<file path="config.mk">
export PLATFORM = sky130hd
export DESIGN_NAME = seq_multiplier
export DESIGN_NICKNAME = d
export VERILOG_FILES = /design/src/rtl/seq_multiplier.sv
export SDC_FILE = /design/constraint.sdc
export NUM_CORES = 1
export LEC_CHECK = 0
export CAP_MARGIN = 20
export CORE_UTILIZATION = 55
export DETAILED_ROUTE_END_ITERATION = 6
export PLACE_DENSITY = 0.87
export SYNTH_ARGS = -nofsm -noshare
export SYNTH_HDL_FRONTEND = slang
export SYNTH_SLANG_ARGS = --single-unit
</file>
<file path="constraint.sdc">
create_clock -name i_clk -period 3.8 [get_ports i_clk]
set_clock_uncertainty 0.15 [all_clocks]
set_input_delay 0.76 -clock i_clk [delete_from_list [all_inputs] [get_ports i_clk]]
set_output_delay 0.76 -clock i_clk [all_outputs]
set_load 0.01 [all_outputs]
</file>
<file path="src/rtl/seq_multiplier.sv">
// Iterative shift-add multiplier: WIDTH x WIDTH -> 2*WIDTH, one multiplier bit per clock.
// Start/ready/valid handshake; a result is produced WIDTH cycles after the accepting edge.
// Optional signed mode is enabled by defining SEQ_MULT_SIGNED_EN; without it i_signed
// is ignored and no sign/negate logic is built.
module seq_multiplier #(
    parameter int unsigned WIDTH = 6
) (
    input  logic               i_clk,
    input  logic               i_rst,
    input  logic               i_start,
    input  logic [WIDTH-1:0]   i_var1,
    input  logic [WIDTH-1:0]   i_var2,
    input  logic               i_signed,
    output logic               o_ready,
    output logic               o_valid,
    output logic [2*WIDTH-1:0] o_mult
);

    localparam int unsigned CntW = (WIDTH > 1) ? $clog2(WIDTH) : 1;
    localparam logic [CntW-1:0] LastCnt = CntW'(WIDTH - 1);

    typedef enum logic [1:0] {
        StIdle,
        StBusy,
        StDone
    } state_e;

    state_e             state_q, state_d;
    logic [WIDTH-1:0]   mcand_q, mcand_d;
    logic [WIDTH-1:0]   mplier_q, mplier_d;
    logic [CntW-1:0]    cnt_q, cnt_d;
    logic [2*WIDTH-1:0] acc_q, acc_d;
    logic [2*WIDTH-1:0] mult_q, mult_d;

    logic [WIDTH-1:0]   var1_mag, var2_mag;
    logic [2*WIDTH-1:0] addend, acc_sum, result;

`ifdef SEQ_MULT_SIGNED_EN
    logic neg_q, neg_d;
    logic neg1, neg2;

    // Convert operands to magnitudes; the most negative value maps to 2^(WIDTH-1) unsigned.
    always_comb begin
        neg1     = i_signed & i_var1[WIDTH-1];
        neg2     = i_signed & i_var2[WIDTH-1];
        var1_mag = neg1 ? -i_var1 : i_var1;
        var2_mag = neg2 ? -i_var2 : i_var2;
        result   = neg_q ? -acc_sum : acc_sum;
    end
`else
    logic unused_signed;
    assign unused_signed = i_signed;

    // Unsigned-only build: operands pass straight through.
    always_comb begin
        var1_mag = i_var1;
        var2_mag = i_var2;
        result   = acc_sum;
    end
`endif

    // One shift-add step: add the multiplicand weighted by the current bit position.
    always_comb begin
        addend  = {{WIDTH{1'b0}}, mcand_q} << cnt_q;
        acc_sum = acc_q + (mplier_q[0] ? addend : '0);
    end

    // Next-state and datapath control.
    always_comb begin
        state_d  = state_q;
        mcand_d  = mcand_q;
        mplier_d = mplier_q;
        cnt_d    = cnt_q;
        acc_d    = acc_q;
        mult_d   = mult_q;
`ifdef SEQ_MULT_SIGNED_EN
        neg_d    = neg_q;
`endif
        unique case (state_q)
            StIdle: begin
                if (i_start) begin
                    state_d  = StBusy;
                    mcand_d  = var1_mag;
                    mplier_d = var2_mag;
                    cnt_d    = '0;
                    acc_d    = '0;
`ifdef SEQ_MULT_SIGNED_EN
                    neg_d    = neg1 ^ neg2;
`endif
                end
            end
            StBusy: begin
                acc_d    = acc_sum;
                mplier_d = mplier_q >> 1;
                cnt_d    = cnt_q + 1'b1;
                if (cnt_q == LastCnt) begin
                    state_d = StDone;
                    mult_d  = result;
                    cnt_d   = '0;
                end
            end
            StDone: begin
                state_d = StIdle;
            end
            default: begin
                state_d = StIdle;
            end
        endcase
    end

    // State register with synchronous reset; reset aborts any operation in flight.
    always_ff @(posedge i_clk) begin
        if (i_rst) begin
            state_q  <= StIdle;
            mcand_q  <= '0;
            mplier_q <= '0;
            cnt_q    <= '0;
            acc_q    <= '0;
            mult_q   <= '0;
`ifdef SEQ_MULT_SIGNED_EN
            neg_q    <= 1'b0;
`endif
        end else begin
            state_q  <= state_d;
            mcand_q  <= mcand_d;
            mplier_q <= mplier_d;
            cnt_q    <= cnt_d;
            acc_q    <= acc_d;
            mult_q   <= mult_d;
`ifdef SEQ_MULT_SIGNED_EN
            neg_q    <= neg_d;
`endif
        end
    end

    assign o_ready = (state_q == StIdle);
    assign o_valid = (state_q == StDone);
    assign o_mult  = mult_q;

endmodule
</file>
**Yosys cells after proc, flatten, opt, wreduce, memory -nomap -nowiden**

Index checks and enable logic that the tools add are counted.
Widths: inputs -> output; s select.

- Register bits: 41
- Input bits: 16
- Output and inout port bits: 14
- Logic and storage cells: 31

- Add/sub/neg operators: 2
- Equality and inequality tests: 5
- Shift operators: 1
- Mux-type cells: 11
- Reductions and logical operators: 6

Operators with widths:

| cell | count |
|---|---|
| $mux 12 | 2 |
| $pmux 12 s2 | 1 |
| $add 12x12->12 | 1 |
| $pmux 6 s2 | 1 |
| $shl 6x3->12 | 1 |
| $reduce_and 2->1 | 4 |
| $mux 3 | 2 |
| $mux 6 | 1 |
| $pmux 3 s2 | 1 |
| $mux 2 | 2 |
| $ne 2x2->1 const B | 2 |
| $pmux 2 s2 | 1 |
| $add 3x1->3 const B | 1 |
| $eq 3x3->1 const B | 1 |
| $eq 2x1->1 const B | 1 |
| $eq 2x2->1 const B | 1 |
| $logic_not 2->1 | 1 |
| $reduce_bool 2->1 | 1 |

**Depth between registers and ports, before layout**

Gate-level depths: netlist of run 1.

- Depth after elaboration: 4
- Gate-level depth with buffers: 14

**Least setup slack after synthesis of run 1**

No wires, ideal clock.

- Path type: reg-to-reg
- Start: register cnt_q[1]
- End: register mult_q[10] (netlist: o_mult[10])
- Setup time: 0.120 ns
- Arrival: 2.575 ns
- Data required time: 3.530 ns
- Slack: 0.955 ns
- Stages on the path, launching flop included: 13
- Buffers on the path: 1
- Path through: dfxtp_1 -> clkbuf_1 -> mux2_2 -> o21ai_0 -> o21ai_0 -> and2_1 -> ha_1 -> o211ai_1 -> a21oi_1 -> a211oi_2 -> o31ai_2 -> nor4b_1 -> a211o_1

- Longest elaborated chain between the ends: 3
- Elaborated cells on any way between the ends: 5

RTL lines:

| item | RTL line | source |
|---|---|---|
| start: declaration | 31 | `logic [CntW-1:0] cnt_q, cnt_d;` |
| start signal: assignment | 127 | `cnt_q <= cnt_d;` |
| $shl 6x3->12 | 64 | `addend = {{WIDTH{1'b0}}, mcand_q} << cnt_q;` |
| $mux 12 | 65 | `acc_sum = acc_q + (mplier_q[0] ? addend : '0);` |
| $add 12x12->12 | 65 |  |
| end signal: assignment | 129 | `mult_q <= mult_d;` |
| end: declaration | 33 | `logic [2*WIDTH-1:0] mult_q, mult_d;` |

Parallel ways exist; a longest one is shown, timed or not.
A chain may end at the register's enable or synchronous reset.

**Final worst setup path of run 1**

- Start: register cnt_q[1]
- End: register mult_q[11] (netlist: o_mult[11])

The elaborated chain is that of the path after synthesis.

==> summary.txt, run 1 <==
EDFF count, synth: 0
Sw frac: 0.249
Leak: 0.00107 uW
Critical path startpoint category: flip-flop
Cell count after synthesis: 299
Routability cong.: 0.907
R2r setup slk: 0.50 ns
Fmax: 303 MHz
Drt pass-1 iters: 4
Hold crit path type: flip-flop to flip-flop
Worst hold path depth: 2
Routed via count: 2175
Outcome: completed
P&R area growth vs syn: 16.8%
Fin nets: 346
Die ar.: 4490 um^2
Port-buffer cells: 28
CP arrival: 3.34 ns
ANT cells: 0
Crit end category: flip-flop
Post-CTS Setup Inserts: 0
Cell Int Power: 675 uW
Core area: 4030 um^2
Via count of the first global-routing pass: 1985
Hold_sp: o_mult[7]$_SDFFE_PP0P_
Std cell rows: 23
DR vias/cell: 5.91
Power share of the combinational group: 0.113
Worst path most repeated cell: nor2_1
Slew Limit Fails: 0
Die Span X: 67.0 um
Yosys warns: 0
Final Hold Fails: 0
Slew @ Worst Pin: 0.916 ns
Setup TNS: 0 ns
Crit path time final: 3.30 ns
Yosys cell types: 48
Largest net degree at the start of global routing: 38
Main flop type after synthesis: dfxtp_1
H-tree depth: 2
Initial Utilization: 0.577
R2R cell count: 10
TritonCTS clock tree: done
Max-Cap Viols: 0
Overall routing resource usage: 0.267
VDD IR-drop max: 0.232 mV
Worst r2r dst: o_mult[11]$_SDFFE_PP0P_
Clock power share: 0.379
Max clock buf depth: 2
Tcrit/Tclk final: 0.869
Post-synthesis register bit count: 41
Non-filler cells in the finished layout: 368
First-pass GRT wire length: 9.00 mm
Count of final setup violators: 0
Post-synth ARST share: 0
Slew headroom: 0.387
CTS sink count: 41
Largest stage delay, worst path: 0.63 ns
Sequential area share after synthesis: 0.353
Initial DRC count: 138
Mapped Nets: 327
CP required: 3.84 ns
RSZ-0062 raised after global routing: no
Syn Area/Cell: 7.78 um^2
Hold_buf cts: 0
Post-DRT Antenna Nets: 0
Net Switching: 224 uW
CP cell instances: mux2_2 > o21ai_0 > nor2_1 > ha_1 > a21o_1 > a21oi_1 > a21oi_1 > nor2_1 > a41o_1 > nor2_1
Drc violations: 0
PD cells: 331 nW/um^2
Fillers: 329
Crit-path max FO: 15
Clock latency on the worst-skew pair: 0.30 ns
Num CTS Buffers: 5
Clock Tree Root: clkbuf_8
Clock-pin slew on the worst setup and hold paths: 0.08 ns
Dpl cells: 361
Critical Path Slowest Stage Cell: dfxtp_1
Total gr overflow: 0
Average wire per standard cell: 14.9 um
Critical setup path kind: flip-flop to flip-flop
Proportion of layout cells with a drive suffix above 1: 0.0472
Die H: 67.0 um
Final WL: 5.47 mm
CTS resizes: 0
Mapped Area: 2320 um^2
Initial antenna violation count: 0
HPWL Detailed: 3.77 mm
Sequential share of power: 0.508
Reg2Reg Launch Point: cnt_q[1]$_SDFFE_PP0P_
Worst hold endpoint: o_mult[7]$_SDFFE_PP0P_
# IOs: 30
==> worst max path at each step <==
stage / endpoint / cells after the start / start
final: o_mult[11]$_SDFFE_PP0P_ / 10 / cnt_q[1]$_SDFFE_PP0P_
after global routing: o_mult[10]$_SDFFE_PP0P_ / 11 / cnt_q[1]$_SDFFE_PP0P_
after CTS: o_mult[10]$_SDFFE_PP0P_ / 11 / cnt_q[1]$_SDFFE_PP0P_
after detailed placement: o_mult[10]$_SDFFE_PP0P_ / 11 / cnt_q[1]$_SDFFE_PP0P_
after global placement: o_mult[10]$_SDFFE_PP0P_ / 11 / cnt_q[1]$_SDFFE_PP0P_
after floorplan: o_mult[10]$_SDFFE_PP0P_ / 12 / cnt_q[1]$_SDFFE_PP0P_
==> worst max-delay path: cells and delay by family (launching register included) <==
family,cells,cell delay (ns)
AND/OR/NAND/NOR,3,0.49
multiplexers,1,0.40
AO/OA/AOI/OAI,5,1.16
adder cells (fa/ha/maj),1,0.37
flip-flops,1,0.63
==> cells in the final DEF, fill, tap and decap left out, types with 2 or more instances in the layout <==
master and count:
a311oi_1 5, nand2b_1 5, o21bai_1 2, a21o_1 3, inv_1 4, a21oi_1 29
a22oi_1 6, buf_4 2, nand3_1 10, xnor2_1 4, a211oi_1 3, ha_1 11
nor4b_1 4, or3_1 3, nand4b_1 4, nor3_1 5, clkdlybuf4s50_1 28, xor2_1 3
o21ai_0 4, mux2_2 2, dfxtp_1 41, and2_1 4, a211o_1 3, mux2i_1 4
a32o_1 2, nor2b_1 5, or4_1 2, nand2_1 52, nand4_1 3, nor3b_1 3
clkbuf_8 5, nor2_1 39
==> power by group through the flow <==
stage	combinational [uW]	sequential [uW]	clock, uW
floorplan	70.2	460	0
global placement	96.9	466	0
detailed placement	99.5	466	0
CTS	100	456	344
global route	112	459	361
finish	102	457	340
==> sequential cells by signal, summed over array words and instances, names as in the netlist <==
name	count
acc_q	12
o_mult	12
mcand_q	6
mplier_q	6
cnt_q	3
state_q	2
==> cell families after synthesis <==
group                      after synthesis  synth area share
buffers and inverters                   22            0.0371
DFF                                     41             0.353
muxes                                    7            0.0318
adders and majority gates               12            0.0678
AOI/OAI and AO/OA                       67             0.193
and+or+nand+nor                        143             0.291
xor gates and xnor gates                 7            0.0264
==> routing by layer <==
metal  track usage  vias up  share of wire
li1              -     1099              -
met1         0.333     1000           0.44
met2         0.443       61           0.48
met3        0.0548       15          0.044
met4         0.104        0          0.034
met5             0        -              0
==> Yosys cell counts, types with 2 or more instances <==
cell | n | area, um^2
a211o_1 | 3 | 26.3
a211oi_1 | 3 | 22.5
a21o_1 | 3 | 22.5
a21oi_1 | 29 | 145
a22oi_1 | 6 | 45.0
a311oi_1 | 5 | 43.8
a32o_1 | 2 | 20.0
and2_1 | 4 | 25.0
buf_2 | 3 | 15.0
clkbuf_1 | 14 | 52.6
dfxtp_1 | 41 | 821
ha_1 | 11 | 138
inv_1 | 4 | 15.0
mux2_2 | 2 | 22.5
mux2i_1 | 4 | 40.0
nand2_1 | 52 | 195
nand2b_1 | 5 | 31.3
nand3_1 | 10 | 50.1
nand4_1 | 3 | 18.8
nand4b_1 | 4 | 35.0
nor2_1 | 39 | 146
nor2b_1 | 5 | 31.3
nor3_1 | 5 | 25.0
nor3b_1 | 3 | 22.5
nor4b_1 | 4 | 35.0
o21ai_0 | 4 | 20.0
o21bai_1 | 2 | 15.0
or3_1 | 3 | 18.8
or4_1 | 2 | 15.0
xnor2_1 | 4 | 35.0
xor2_1 | 3 | 26.3
==> per-stage QoR <==
| stage | utilization | cell area [um^2] | setup WS, ns | power, uW | hold WS, ns |
|---|---|---|---|---|---|
| after floorplan | - | 2320 | 0.955 | 530 | 0.293 |
| after global placement | 0.648 | 2610 | 0.612 | 563 | 0.287 |
| after detailed placement | 0.648 | 2610 | 0.553 | 566 | 0.295 |
| after CTS | 0.674 | 2720 | 0.532 | 901 | 0.306 |
| after global routing | 0.674 | 2720 | 0.247 | 932 | 0.326 |
| final | 0.674 | 2720 | 0.498 | 898 | 0.304 |
==> final cells by class <==
| class | count | area [um^2] | area share |
|---|---|---|---|
| Tap cell | 50 | 62.6 | 0.0230 |
| Multi-Input combinational cell | 236 | 1420 | 0.522 |
| Timing Repair Buffer | 30 | 295 | 0.109 |
| Clock buffer | 5 | 68.8 | 0.0253 |
| Clock inverter | 2 | 35.0 | 0.0129 |
| Inverter | 4 | 15.0 | 0.00553 |
| Sequential cell | 41 | 821 | 0.302 |
Note: power is estimated with default switching activity, not from simulation.
==> run 2, diff against run 1 <==
Settings changed: CORE_MARGIN set to 2.
==> run 2 against run 1 <==
  * Clock-buffer cell count rose by 1
  * Combinational power about the same
  * Sequential power is essentially flat
  * Critical path type unchanged
  * Register-to-register slack got worse by 0.02 ns
  * Flip-flop and latch count unchanged
  * Critical endpoint is now acc_q[8]$_SDFFE_PP0P_
  * Critical path depth is 1 higher
  * Maximum frequency down 0.52%
  * Global-route usage decreased by 3.5 points
  * Power rose by 3.2%
  * Die area increased by 6.1%
  * Sequential share of layout area decreased by 0.18 points
==> summary.txt, run 2 (synthesis results as in run 1) <==
Setup TNS: 0 ns
Total gr overflow: 0
H-tree depth: 2
Die ar.: 4760 um^2
CTS sink count: 41
Drt pass-1 iters: 4
Fmax: 301 MHz
CP arrival: 3.42 ns
Critical Path Slowest Stage Cell: dfxtp_1
Crit end category: flip-flop
Overall routing resource usage: 0.232
DR vias/cell: 5.80
Hold crit path type: flip-flop to flip-flop
Max clock buf depth: 2
CP required: 3.90 ns
Crit path time final: 3.32 ns
Fillers: 343
Sequential share of power: 0.493
Largest stage delay, worst path: 0.64 ns
Net Switching: 230 uW
First-pass GRT wire length: 9.13 mm
Commonest non-fill, non-tap cells in the layout: nand2_1 (52), dfxtp_1 (41), nor2_1 (39)
Post-CTS Setup Inserts: 0
Die H: 69.0 um
Final WS setup: 0.481 ns
Initial Utilization: 0.577
Critical path startpoint category: flip-flop
Tcrit/Tclk final: 0.874
Drc violations: 0
Power share of the combinational group: 0.109
Core area: 4030 um^2
ANT cells: 0
Clock power share: 0.398
CP cell instances: mux2_2 > o21ai_0 > o21ai_0 > and2_1 > ha_1 > o211ai_1 > a21oi_1 > a211oi_2 > o21ai_1 > nor4b_1 > a211o_1
Clock Tree Root: clkbuf_8
Hold_buf cts: 0
Routed via count: 2140
Slew Limit Fails: 0
Port-buffer cells: 28
Worst path most repeated cell: o21ai_0
Sw frac: 0.248
Std cell rows: 23
Most common cell after layout, fill and taps aside: nand2_1
Final WL: 5.31 mm
Crit path max-delay family: compound AO/OA/AOI/OAI gates
Post-DRT Antenna Nets: 0
P&R area growth vs syn: 17.5%
Crit-path max FO: 15
Largest net degree at the start of global routing: 31
Proportion of layout cells with a drive suffix above 1: 0.0502
Clock-pin slew on the worst setup and hold paths: 0.08 ns
Initial antenna violation count: 0
Routability cong.: 0.919
Outcome: completed
RSZ-0062 raised after global routing: no
Clock latency on the worst-skew pair: 0.30 ns
Slew headroom: 0.329
Average wire per standard cell: 14.4 um
Final Hold Fails: 0
Die Span X: 69.0 um
Cell Int Power: 697 uW
Final Core Density: 0.678
CP bufs+invs: 0
Num CTS Buffers: 5
Worst slack, placed: 0.540 ns
Max-Cap Viols: 0
PD cells: 339 nW/um^2
HPWL Detailed: 3.69 mm
Levels on crit path: 11
VDD IR-drop max: 0.255 mV
Worst hold path depth: 2
Critical setup path kind: flip-flop to flip-flop
Fin nets: 346
Slew @ Worst Pin: 1.00 ns
Count of final setup violators: 0
# IOs: 30
Via count of the first global-routing pass: 2025
Initial DRC count: 194
TritonCTS clock tree: done
CTS resizes: 0
Leak: 0.00107 uW
R2R cell count: 11
==> run 2: stage by stage <==
| step | power (uW) | cells | cell area [um^2] | hold WS, ns |
|---|---|---|---|---|
| final | 927 | 369 | 2730 | 0.302 |
| after detailed placement | 565 | 361 | 2610 | 0.299 |
| after floorplan | 530 | 299 | 2320 | 0.293 |
| after CTS | 931 | 369 | 2730 | 0.310 |
| after global placement | 563 | 361 | 2610 | 0.288 |
| after global routing | 964 | 369 | 2730 | 0.334 |
==> run 2: worst paths after layout <==
| path | endpoint | from | slack, ns |
|---|---|---|---|
| min reg2reg | o_mult[7]$_SDFFE_PP0P_ | o_mult[7]$_SDFFE_PP0P_ | 0.30 |
| max | acc_q[8]$_SDFFE_PP0P_ | cnt_q[1]$_SDFFE_PP0P_ | 0.48 |
| max reg2reg | acc_q[8]$_SDFFE_PP0P_ | cnt_q[1]$_SDFFE_PP0P_ | 0.48 |
| min | o_mult[7]$_SDFFE_PP0P_ | o_mult[7]$_SDFFE_PP0P_ | 0.30 |
==> run 2: final cells by class <==
class                   count  area (um^2)  share of cell area
multi-input cells         236         1420               0.519
flip-flops and latches     41          821               0.301
repair buffers             30          295               0.108
clock buffers               6         82.6              0.0302
well taps                  50         62.6              0.0229
clock inverters             2         37.5              0.0137
inverters                   4         15.0             0.00550
==> run 2: routing by layer <==
layer	share of wire	wire, um	GRT usage	vias to the layer above
met5	0	0	0	-
met4	0.015	81	0.0893	0
met3	0.058	307	0.0453	8
met2	0.47	2490	0.388	58
met1	0.46	2440	0.296	985
li1	-	-	-	1089
==> run 2: worst min-delay path, cell delays in order (launching register included) <==
cell,delay (ns)
dfxtp_1,0.31
nand2_1,0.05
a21oi_1,0.05
==> run 2: power groups by stage <==
stage               logic, uW  registers [uW]  clock network, uW
floorplan                70.2             460                  0
global placement         97.4             466                  0
detailed placement       99.2             466                  0
CTS                       101             456                374
global route              112             459                394
finish                    101             457                369
==> run 3, diff against run 2 <==
Settings changed: PLACE_DENSITY 0.87 to 0.79.
==> run 3 against run 2 <==
  * Combinational power grew 5%
  * Setup slack lost 0.054 ns
  * Power grew 5.5%
==> summary.txt, run 3 (synthesis results as in run 1) <==
Outcome: completed
TritonCTS clock tree: done
Die Span X: 69.0 um
Tcrit/Tclk final: 0.888
P&R area growth vs syn: 19.1%
Final Hold Fails: 0
Routed via count: 2174
Crit end category: flip-flop
Core area: 4030 um^2
Drc violations: 0
Initial antenna violation count: 0
Port-buffer cells: 28
Largest net degree at the start of global routing: 20
First-pass GRT wire length: 9.37 mm
HPWL Detailed: 3.74 mm
Routability cong.: 0.880
Max clock buf depth: 2
CTS resizes: 0
Count of final setup violators: 0
Crit-path max FO: 15
Total gr overflow: 0
Post-CTS Setup Inserts: 0
Clock Tree Root: clkbuf_8
Overall routing resource usage: 0.240
CP bufs+invs: 0
Final WL: 5.46 mm
Post-DRT Antenna Nets: 0
Fmax: 296 MHz
Reg2Reg Launch Point: cnt_q[1]$_SDFFE_PP0P_
Slew headroom: 0.452
Largest stage delay, worst path: 0.67 ns
Leak: 0.00110 uW
Dpl cells: 364
Hold crit path type: flip-flop to flip-flop
Slew @ Worst Pin: 0.820 ns
ANT cells: 0
Crit path time final: 3.37 ns
RSZ-0062 raised after global routing: no
Crit path max-delay family: compound AO/OA/AOI/OAI gates
Initial DRC count: 173
CP cell instances: mux2_2 > o21ai_0 > nor2_1 > ha_1 > a21o_1 > a21oi_1 > a21oi_1 > o21bai_1 > nand3_1 > a32o_1
VDD IR-drop max: 0.199 mV
Drt pass-1 iters: 4
Critical Path Slowest Stage Cell: dfxtp_1
Hold_buf cts: 0
CP required: 3.84 ns
Multi-input gate area: 1420 um^2
# IOs: 30
Worst path most repeated cell: a21oi_1
Setup TNS: 0 ns
CTS sink count: 41
Initial Utilization: 0.577
Proportion of layout cells with a drive suffix above 1: 0.0590
CP arrival: 3.42 ns
Sequential cell area: 821 um^2
Critical path startpoint category: flip-flop
Hold_sp: o_mult[7]$_SDFFE_PP0P_
Std cell rows: 23
H-tree depth: 2
DR vias/cell: 5.84
Commonest non-fill, non-tap cells in the layout: nand2_1 (52), dfxtp_1 (41), nor2_1 (39)
Most common cell after layout, fill and taps aside: nand2_1
Fin nets: 349
Die ar.: 4760 um^2
Num CTS Buffers: 5
Clock latency on the worst-skew pair: 0.30 ns
Clock-pin slew on the worst setup and hold paths: 0.08 ns
Average wire per standard cell: 14.7 um
Die H: 69.0 um
Non-filler cells in the finished layout: 372
Max-Cap Viols: 0
PD cells: 353 nW/um^2
Critical setup path kind: flip-flop to flip-flop
Worst setup startpoint: cnt_q[1]$_SDFFE_PP0P_
Slew Limit Fails: 0
Final Core Density: 0.687
Via count of the first global-routing pass: 2011
Fillers: 336
[run 3: cell types whose count changed in the layout (fill, tap and decap cells not counted)]
cell        before  now
bufinv_16        1    2
clkinvlp_4       1    0
clkbuf_8         6    5
buf_4            2    5
clkinv_2         0    1
[run 3: final timing paths]
kind / slack [ns] / cells after the start / end
max: 0.43 / 10 / acc_q[11]$_SDFFE_PP0P_
min: 0.30 / 2 / o_mult[7]$_SDFFE_PP0P_
max reg2reg: 0.43 / 10 / acc_q[11]$_SDFFE_PP0P_
min reg2reg: 0.30 / 2 / o_mult[7]$_SDFFE_PP0P_
[run 3: report_power, final]
part | internal, uW | total (uW) | switching (uW)
logic | 43.8 | 106 | 62.1
clock network | 261 | 418 | 157
registers | 442 | 455 | 12.8
total | 747 | 978 | 232
[run 3: worst register-to-register path: stages (launching register included)]
cell and delay, ns:
dfxtp_1 0.67, mux2_2 0.41, o21ai_0 0.30, nor2_1 0.11
ha_1 0.36, a21o_1 0.22, a21oi_1 0.26, a21oi_1 0.15
o21bai_1 0.24, nand3_1 0.11, a32o_1 0.29
[run 3: per-stage QoR]
step | instance area, um^2 | setup WS (ns) | total power, uW | hold WS [ns]
2_1_floorplan | 2320 | 0.955 | 530 | 0.293
3_3_place_gp | 2630 | 0.562 | 566 | 0.288
3_5_place_dp | 2630 | 0.559 | 569 | 0.296
4_1_cts | 2770 | 0.506 | 983 | 0.308
5_1_grt | 2770 | 0.209 | 1020 | 0.331
6_report | 2770 | 0.427 | 978 | 0.304
[run 3: final cells by class]
class	instances	share of cell area
Multi-Input combinational cell	236	0.512
Clock buffer	5	0.0249
Clock inverter	3	0.0235
Sequential cell	41	0.297
Tap cell	50	0.0226
Timing Repair Buffer	33	0.115
Inverter	4	0.00542
[run 3: per-layer routing]
metal	vias to the layer above	part of all wire	track usage
met5	-	0	0
met3	13	0.043	0.0497
met4	0	0.022	0.105
met1	1012	0.47	0.312
li1	1103	-	-
met2	46	0.46	0.382
